`src/rtl/acf_axis_packer.sv`:
```
`default_nettype none
// ============================================================================
// Module   : acf_axis_packer
// Desc     : Buffers correlator words in a FWFT FIFO and repacks each frame
//            into a 32-bit AXI4-Stream packet (header, lo/hi beats, trailer).
//            Optional macro ACF_PACK_TIMESTAMP_EN adds a timestamp beat.
// Revision : 1.0
// ============================================================================
module acf_axis_packer #(
   parameter int BIN_SIZE   = 8,
   parameter int NUM_BINS   = 20,
   parameter int CNTR_SIZE  = 32,
   parameter int FIFO_DEPTH = 64
) (
   input  logic                 CLK,
   input  logic                 rst,
   input  logic [NUM_BINS+32:0] acfEl,
   input  logic                 wrEn,
   input  logic [CNTR_SIZE-1:0] presentTime,
   output logic [31:0]          m_axis_tdata,
   output logic                 m_axis_tvalid,
   input  logic                 m_axis_tready,
   output logic                 m_axis_tlast,
   output logic                 overflow,
   output logic                 frame_done,
   output logic [15:0]          frame_seq
);

   localparam int ACF_W       = NUM_BINS + 33;
   localparam int FRAME_WORDS = 1 + BIN_SIZE * (NUM_BINS + 1);
   localparam int CNT_W       = $clog2(FRAME_WORDS);
   localparam int AW          = $clog2(FIFO_DEPTH);
   localparam int ENT_W       = ACF_W + 1;
   localparam logic [CNT_W-1:0] LAST_IDX  = CNT_W'(FRAME_WORDS - 1);
   localparam logic [AW:0]      FIFO_FULL = (AW+1)'(FIFO_DEPTH);

   typedef enum logic [2:0] {
      S_IDLE = 3'd0,
      S_HDR  = 3'd1,
      S_LO   = 3'd2,
      S_HI   = 3'd3,
      S_TRL  = 3'd4
`ifdef ACF_PACK_TIMESTAMP_EN
      , S_TS = 3'd5
`endif
   } state_t;

   logic [ENT_W-1:0] mem_q [FIFO_DEPTH];
   logic [AW-1:0]    wr_ptr_q, rd_ptr_q;
   logic [AW:0]      count_q;
   logic [CNT_W-1:0] in_cnt_q;
   logic [15:0]      drop_cnt_q, drop_cnt_d;
   logic             ovf_frame_q, ovf_frame_d;
   logic             close_pend_q, close_pend_d;
   logic             overflow_q;
   logic [15:0]      seq_q;
   logic [31:0]      trl_q;
   state_t           state_q, state_d;

   logic             w_full, w_empty, w_push, w_pop, w_drop, w_last_in, w_trl_done;
   logic [ENT_W-1:0] w_head;
   logic [31:0]      w_hi;

   assign w_full     = (count_q == FIFO_FULL);
   assign w_empty    = (count_q == '0);
   assign w_head     = mem_q[rd_ptr_q];
   assign w_last_in  = (in_cnt_q == LAST_IDX);
   // HI and TRL always present a valid beat, so tready alone marks their handshake.
   assign w_pop      = (state_q == S_HI) && m_axis_tready;
   assign w_trl_done = (state_q == S_TRL) && m_axis_tready;
   assign w_push     = wrEn && (!w_full || w_pop);
   assign w_drop     = wrEn && !w_push;

`ifdef ACF_PACK_TIMESTAMP_EN
   logic [CNTR_SIZE-1:0] ts_q;
   logic [31:0]          w_ts;

   assign w_ts = 32'(ts_q);

   always_ff @(posedge CLK or posedge rst) begin
      if (rst) begin
         ts_q <= '0;
      end else if (w_push && (in_cnt_q == '0)) begin
         ts_q <= presentTime;
      end
   end
`else
   logic w_unused;
   assign w_unused = ^presentTime;
`endif

   always_comb begin
      w_hi = '0;
      w_hi[ACF_W-33:0] = w_head[ACF_W-1:32];
   end

   always_ff @(posedge CLK) begin
      if (w_push) begin
         mem_q[wr_ptr_q] <= {w_last_in, acfEl};
      end
   end

   // Clears happen first so that a drop in the same cycle survives the clear.
   always_comb begin
      drop_cnt_d   = drop_cnt_q;
      ovf_frame_d  = ovf_frame_q;
      close_pend_d = close_pend_q;
      if (w_trl_done) begin
         drop_cnt_d   = '0;
         ovf_frame_d  = 1'b0;
         close_pend_d = 1'b0;
      end
      if (w_drop) begin
         ovf_frame_d = 1'b1;
         if (drop_cnt_d != 16'hFFFF) begin
            drop_cnt_d = drop_cnt_d + 16'd1;
         end
         if (w_last_in) begin
            close_pend_d = 1'b1;
         end
      end
   end

   always_comb begin
      state_d       = state_q;
      m_axis_tvalid = 1'b0;
      m_axis_tdata  = '0;
      m_axis_tlast  = 1'b0;
      case (state_q)
         S_IDLE: begin
            if (!w_empty || close_pend_q) state_d = S_HDR;
         end
         S_HDR: begin
            m_axis_tvalid = 1'b1;
            m_axis_tdata  = {16'hACF0, seq_q};
`ifdef ACF_PACK_TIMESTAMP_EN
            if (m_axis_tready) state_d = S_TS;
         end
         S_TS: begin
            m_axis_tvalid = 1'b1;
            m_axis_tdata  = w_ts;
`endif
            if (m_axis_tready) state_d = S_LO;
         end
         S_LO: begin
            if (!w_empty) begin
               m_axis_tvalid = 1'b1;
               m_axis_tdata  = w_head[31:0];
               if (m_axis_tready) state_d = S_HI;
            end else if (close_pend_q) begin
               state_d = S_TRL;
            end
         end
         S_HI: begin
            m_axis_tvalid = 1'b1;
            m_axis_tdata  = w_hi;
            if (m_axis_tready) state_d = w_head[ENT_W-1] ? S_TRL : S_LO;
         end
         S_TRL: begin
            m_axis_tvalid = 1'b1;
            m_axis_tdata  = trl_q;
            m_axis_tlast  = 1'b1;
            if (m_axis_tready) state_d = S_IDLE;
         end
         default: state_d = S_IDLE;
      endcase
   end

   always_ff @(posedge CLK or posedge rst) begin
      if (rst) begin
         wr_ptr_q     <= '0;
         rd_ptr_q     <= '0;
         count_q      <= '0;
         in_cnt_q     <= '0;
         drop_cnt_q   <= '0;
         ovf_frame_q  <= 1'b0;
         close_pend_q <= 1'b0;
         overflow_q   <= 1'b0;
         seq_q        <= '0;
         trl_q        <= '0;
         state_q      <= S_IDLE;
      end else begin
         state_q      <= state_d;
         drop_cnt_q   <= drop_cnt_d;
         ovf_frame_q  <= ovf_frame_d;
         close_pend_q <= close_pend_d;
         if (w_push) wr_ptr_q <= wr_ptr_q + AW'(1);
         if (w_pop)  rd_ptr_q <= rd_ptr_q + AW'(1);
         if (w_push && !w_pop) begin
            count_q <= count_q + (AW+1)'(1);
         end else if (!w_push && w_pop) begin
            count_q <= count_q - (AW+1)'(1);
         end
         if (wrEn) in_cnt_q <= w_last_in ? '0 : in_cnt_q + CNT_W'(1);
         if (w_drop) overflow_q <= 1'b1;
         if (w_trl_done) seq_q <= seq_q + 16'd1;
         // Trailer is frozen on entry so it stays stable under backpressure.
         if ((state_d == S_TRL) && (state_q != S_TRL)) begin
            trl_q <= {ovf_frame_d, 15'd0, drop_cnt_d};
         end
      end
   end

   assign overflow   = overflow_q;
   assign frame_done = w_trl_done;
   assign frame_seq  = seq_q;

endmodule
`default_nettype wire

```
`config.mk`:
```
export PLATFORM = sky130hd
export DESIGN_NAME = acf_axis_packer
export DESIGN_NICKNAME = d
export VERILOG_FILES = /design/src/rtl/acf_axis_packer.sv
export SDC_FILE = /design/constraint.sdc
export NUM_CORES = 2
export LEC_CHECK = 0
export ABC_AREA = 1
export BUFFER_PORTS_ARGS = -buffer_cell sky130_fd_sc_hd__buf_2
export CORE_AREA = 2 2 488 490
export CTS_CLUSTER_DIAMETER = 150
export DETAILED_ROUTE_END_ITERATION = 7
export DIE_AREA = 0 0 490 492
export PLACE_DENSITY = 0.78
export RECOVER_POWER = 50
export REMOVE_ABC_BUFFERS = 1
export SLEW_MARGIN = 10
export SYNTH_ARGS = -nofsm -noshare
export SYNTH_HDL_FRONTEND = slang
export SYNTH_SLANG_ARGS = --single-unit
```
`constraint.sdc`:
```
create_clock -name CLK -period 15.4 [get_ports CLK]
set_clock_uncertainty 0.15 [all_clocks]
set_input_delay 3.08 -clock CLK [delete_from_list [all_inputs] [get_ports CLK]]
set_output_delay 3.08 -clock CLK [all_outputs]
set_load 0.01 [all_outputs]
```
### Word-level counts from Yosys, hierarchy flattened

Memories as Yosys holds them, arrays and structs flattened.
Index checks and enable logic that the tools add are counted.

* flip-flop bits (word level): 82
* memory bits (writable): 3456
* input port bits: 89
* memories kept: 1
* word-level logic and storage cells: 72

Memories
* mem_q: depth 64, width 54, read ports 1, clocked after memory_dff 0, write ports 1, RTL line 48 `logic [ENT_W-1:0] mem_q [FIFO_DEPTH];`

* $add $sub $neg: 7
* reductions and logical operators: 17
* muxes and demuxes: 27
* eq/ne operators: 9

Operator list (number)
* 32-bit case mux with 4 select lines: 1
* 16-bit 2-to-1 mux: 3
* 16-bit by 1-bit adder with 16-bit output (second input constant): 2
* 32-bit 2-to-1 mux: 1
* 3-bit 2-to-1 mux: 8
* 16-bit inequality test (second input constant): 1
* 3-bit case mux with 5 select lines: 1
* 7-bit 2-to-1 mux: 2
* 6-bit by 1-bit adder with 6-bit output (second input constant): 2
* 1-bit 2-to-1 mux: 9
* 8-bit by 1-bit adder with 8-bit output (second input constant): 1
* 8-bit == test (second input constant): 1
* 8-bit 2-to-1 mux: 1
* 7-bit by 1-bit adder with 7-bit output (second input constant): 1
* 7-bit == test (second input constant): 1
* 1-bit logical AND: 7
* 7-bit logical NOT: 1
* 7-bit by 1-bit subtractor with 7-bit output (second input constant): 1
* 3-bit by 2-bit == test with 1-bit output (second input constant): 2
* 3-bit == test (second input constant): 2
* 1-bit logical NOT: 4
* 3-bit by 1-bit == test with 1-bit output (second input constant): 1
* 3-bit logical NOT: 1
* 3-bit inequality test (second input constant): 1
* 4 further kinds: 5

### Longest topological paths before layout

* depth after elaboration: 8
* gate-level depth with buffers: 22
* mapped depth without buffers: 21

### Worst setup path before layout

Ideal clock, no wire load.

* kind: input port to flip-flop
* from: in m_axis_tready
* to: mem mem_q[63][0] in the netlist's numbering (enable)
* arrival: 7.371 ns
* stages on the path: 6
* path slack: 7.344 ns
* cells stage by stage: inv_1 nor2_2 inv_2 nand2_1 nand2_1 nor3_1

* word-level cells in the longest chain between the ends: 5

Ends and longest elaborated chain
* from (decl): RTL line 22 `input logic m_axis_tready,`
* 1-bit logical AND: RTL line 69 `assign w_pop = (state_q == S_HI) && m_axis_tready;`
* 1-bit logical OR: RTL line 71 `assign w_push = wrEn && (!w_full || w_pop);`
* 1-bit logical AND: RTL line 71
* 1-bit 2-to-1 mux: RTL line 98 `if (w_push) begin`
* 1-bit 2-to-1 mux (not written as such): RTL line 99 `mem_q[wr_ptr_q] <= {w_last_in, acfEl};`
* to (decl): RTL line 48

Every way passes these cells.

### Worst setup path in the final report

* from: reg rd_ptr_q[1]
* to: out m_axis_tdata[14]

* word-level cells in the longest chain between the ends: 3

Ends and longest elaborated chain
* from (decl): RTL line 49 `logic [AW-1:0] wr_ptr_q, rd_ptr_q;`
* from (signal assigned): RTL line 188 `if (w_pop) rd_ptr_q <= rd_ptr_q + AW'(1);`
* memory 64 x 54 bit *
* 32-bit 2-to-1 mux: RTL line 146 `if (!w_empty) begin`
* 32-bit case mux with 4 select lines *: RTL line 129 `case (state_q)`
* to (decl): RTL line 20 `output logic [31:0] m_axis_tdata,`

Mark *: on every way between the ends. The rest lies on a longest branch, timed or not.

==> metrics.md <==
| Metric | Value |
|---|---|
| Status | finished with violations |
| Failing checks | DRC, capacitance limit, slew limit |
| Remaining global-route overflow | 0 |
| Critical-path top delay cell | dfrtp_1 |
| TritonRoute pass-1 iters | 8 |
| Max Root-Sink Buffers | 4 |
| Synth Instances | 10944 |
| Worst-Margin Slew | around 4600 ps |
| Chip Height | between 400 and 500 um |
| WHS Path Cells | 1 |
| DR vias | about 95000 |
| Area growth, synth to finish | 9.509% |
| Min-Delay Path Class | flop to flop |
| Netlist Area Pre-Place | between 100000 and 150000 um2 |
| Most frequent cells in the layout | 3456 x edfxtp_1, 2196 x nor2_1, 1650 x o21ai_0 |
| Worst-path cell chain | clkinv_8 > buf_4 > buf_4 > o21ai_0 > o22ai_1 > a21oi_1 > nand3_1 > nand3_1 > nand2_1 > nand2_1 > nand3_1 > buf_2 |
| Crit path top cell by count | nand3_1 |
| Reg2reg path depth | 16 |
| Starting Density | 0.5962 |
| CTS HTree Levels | 5 |
| Gpl congestion | between 0.8 and 0.9 |
| Min Tclk post-route | about 12000 ps |
| RSZ-0062 raised after global routing | no |
| Sequential share of the synthesized area | 0.7513 |
| CP required | between 10000 and 15000 ps |
| DR vias/cell | about 6.7 |
| Overall routing resource usage | 0.3315 |
| Top cells by area, synth | edfxtp_1 74%, nor2_1 6.0%, o21ai_0 5.9% |
| Worst hold start | overflow |
| Fillers | ~16000 |
| Clock-pin slew on the worst setup and hold paths | roughly 70 ps |
| Nets | around 11000 |
| Post-Route Utilization | 0.6529 |
| Max-slew violations | 3681 |
| CP Class | flop to output pin |
| Total power | 0.02840 W |
| # setup viols final | 0 |
| TritonCTS buffer count | 352 |
| DRC | 1 |
| Critical Path Sink Type | output pin |
| R2R Path End | trl_q[15] |
| Worst reg2reg path startpoint | rd_ptr_q[1] |
| Routed len/inst | 28.74 um |
| Slew Limit Headroom | -2.086 |
| Starting DRT DRC Count | 15442 |
| Port Buf Inserts | 108 |
| CTS tree | done |
| Flops & latches, synth | ~3500 |
| Core Rows | about 180 |
| Nature of the critical path startpoint | flop |
| Post-DP HPWL | approximately 200000 um |
| Worst-skew pair later-pin latency | just under 1000 ps |
| Worst reg2reg setup slack | roughly 7900 ps |
| Chip Width | ~490 um |
| Synthesized area per cell | about 13 um2 |
| Hold Buf Count CTS | 0 |
| Placed cells | roughly 14000 |
| Yosys Warn Count | 0 |
| Total Wirelength | 409900 um |
| Area share of the largest cell type after synthesis | 0.7367 |
| Leading area contributor after synthesis | edfxtp_1 |
| Crit path largest cell delay | between 2000 and 3000 ps |
| Pwr dens | 184.1 nW/um2 |
| Final setup TNS | 0 ps |
| Max-Cap Viols | 57 |
| CP max FO | ~190 |
| Hold EP | overflow |
| Final hold violations | 0 |
| Final std cells w/o fill | 14262 |
| Ratio of final minimum period to clock period | 0.7596 |
| Pin count of the biggest net entering global routing | between 200 and 300 |
| Post-synth cell types | 47 |
| DP Worst Slack | roughly 6300 ps |
| Clk sinks | 3538 |
| IO Count | roughly 140 |
| Arr. time, crit path | between 8000 and 9000 ps |
| # Post-CTS Setup Buffers | 0 |
| Die area | 241100 um2 |
| Commonest non-fill, non-tap cell in the layout | edfxtp_1 |
| Antenna Nets Post-Route | 0 |
| Layout cell share with drive strength beyond 1 | 0.07026 |
| Fmax | approximately 0.085 GHz |
| Vias in the first global route | roughly 90000 |
| Worst VDD drop | about 0.21 mV |
| Leakage | ~50 nW |
| Antenna violations before repair | 11 |
| First-pass GRT wire length | roughly 600000 um |
| CTS root buffer | clkbuf_16 |
| Core ar. | 236300 um2 |
| Post-CTS sizing | 0 |
| Final worst slack | roughly 3700 ps |
-- worst max path at each step --
| stage | start | to | slack (ps) |
|---|---|---|---|
| 4_1_cts | rd_ptr_q[0] | m_axis_tdata[1] | 5220 |
| 6_report | rd_ptr_q[1] | m_axis_tdata[14] | 3700 |
| 3_5_place_dp | rd_ptr_q[0] | m_axis_tdata[1] | 6330 |
| 5_1_grt | rd_ptr_q[1] | m_axis_tdata[20] | 3720 |
| 2_1_floorplan | rd_ptr_q[0] | m_axis_tdata[4] | -68430 |
| 3_3_place_gp | rd_ptr_q[0] | m_axis_tdata[1] | 6440 |
-- logic make-up after synthesis --
kind of cell / synth area share
adder cells (fa/ha/maj): 0.001208
flip-flops: 0.7513
AND/OR/NAND/NOR: 0.1038
XOR/XNOR: 0.001741
buffers and inverters: 0.03047
AO/OA/AOI/OAI: 0.1115
-- per-stage QoR --
| step | hold WS (ps) | instance area [um2] |
|---|---|---|
| final | 317.4 | 154300 |
| after global routing | 337.5 | 154200 |
| after CTS | 326.1 | 154300 |
| after detailed placement | 311.6 | 143500 |
| after global placement | 297.3 | 143500 |
| after floorplan | 292.2 | 137100 |
-- flip-flops by register name, summed over array words and instances, names as in the netlist, 3 cells and up --
signal / cells
in_cnt_q: 8
state_q: 3
drop_cnt_q: 16
trl_q: 17
frame_seq: 16
count_q: 7
mem_q: 3456
rd_ptr_q: 6
wr_ptr_q: 6
-- power by group --
group / switching [W] / internal (W)
clock network: 0.00351 / 0.00468
registers: 0.000214 / 0.0110
logic: 0.00666 / 0.00236
total: 0.0104 / 0.0180
-- metal layers --
layer / track usage / part of all wire / vias to the layer above
met5: 0.001984 / 0.00022 / -
met2: 0.5088 / 0.45 / 7548
met1: 0.4241 / 0.33 / 45880
li1: - / - / 39887
met3: 0.08397 / 0.14 / 1683
met4: 0.2127 / 0.074 / 6
-- synthesized netlist by cell type (all sizes together) --
library cell	number
clkbuf	396
nand3b	16
inv	147
a32o	1
o2bb2ai	1
xnor2	1
nor2	2263
nor3b	2
clkinv	2
fa	1
or2	17
o211ai	406
edfxtp	3456
nand3	493
xor2	27
a21oi	199
ha	12
o22ai	377
a22o	3
nand2	814
buf	349
a31oi	6
o21ai	1807
nand4	34
nor4	3
a31o	1
o221ai	18
dfrtp	82
and3	1
o21bai	1
nor3	8
-- worst max-delay path, delay by kind of cell (launching register included) --
family                 cells  cell delay (ps)
flip-flops                 1             2620
AO/OA/AOI/OAI              3              510
buffers and inverters      4             3340
AND/OR/NAND/NOR            5              840
-- layout make-up --
class	count	area (um2)	share of cell area
sequential	3538	105800	0.6862
multi-input combinational	6512	31210	0.2023
clock buffer	442	9356	0.06065
tap	3167	3963	0.02569
timing repair buffer	264	1760	0.01141
clock inverter	168	1439	0.009328
inverter	149	626.9	0.004064
antenna	22	55.05	0.0003569
No activity file was read; power rests on OpenSTA's default activity.
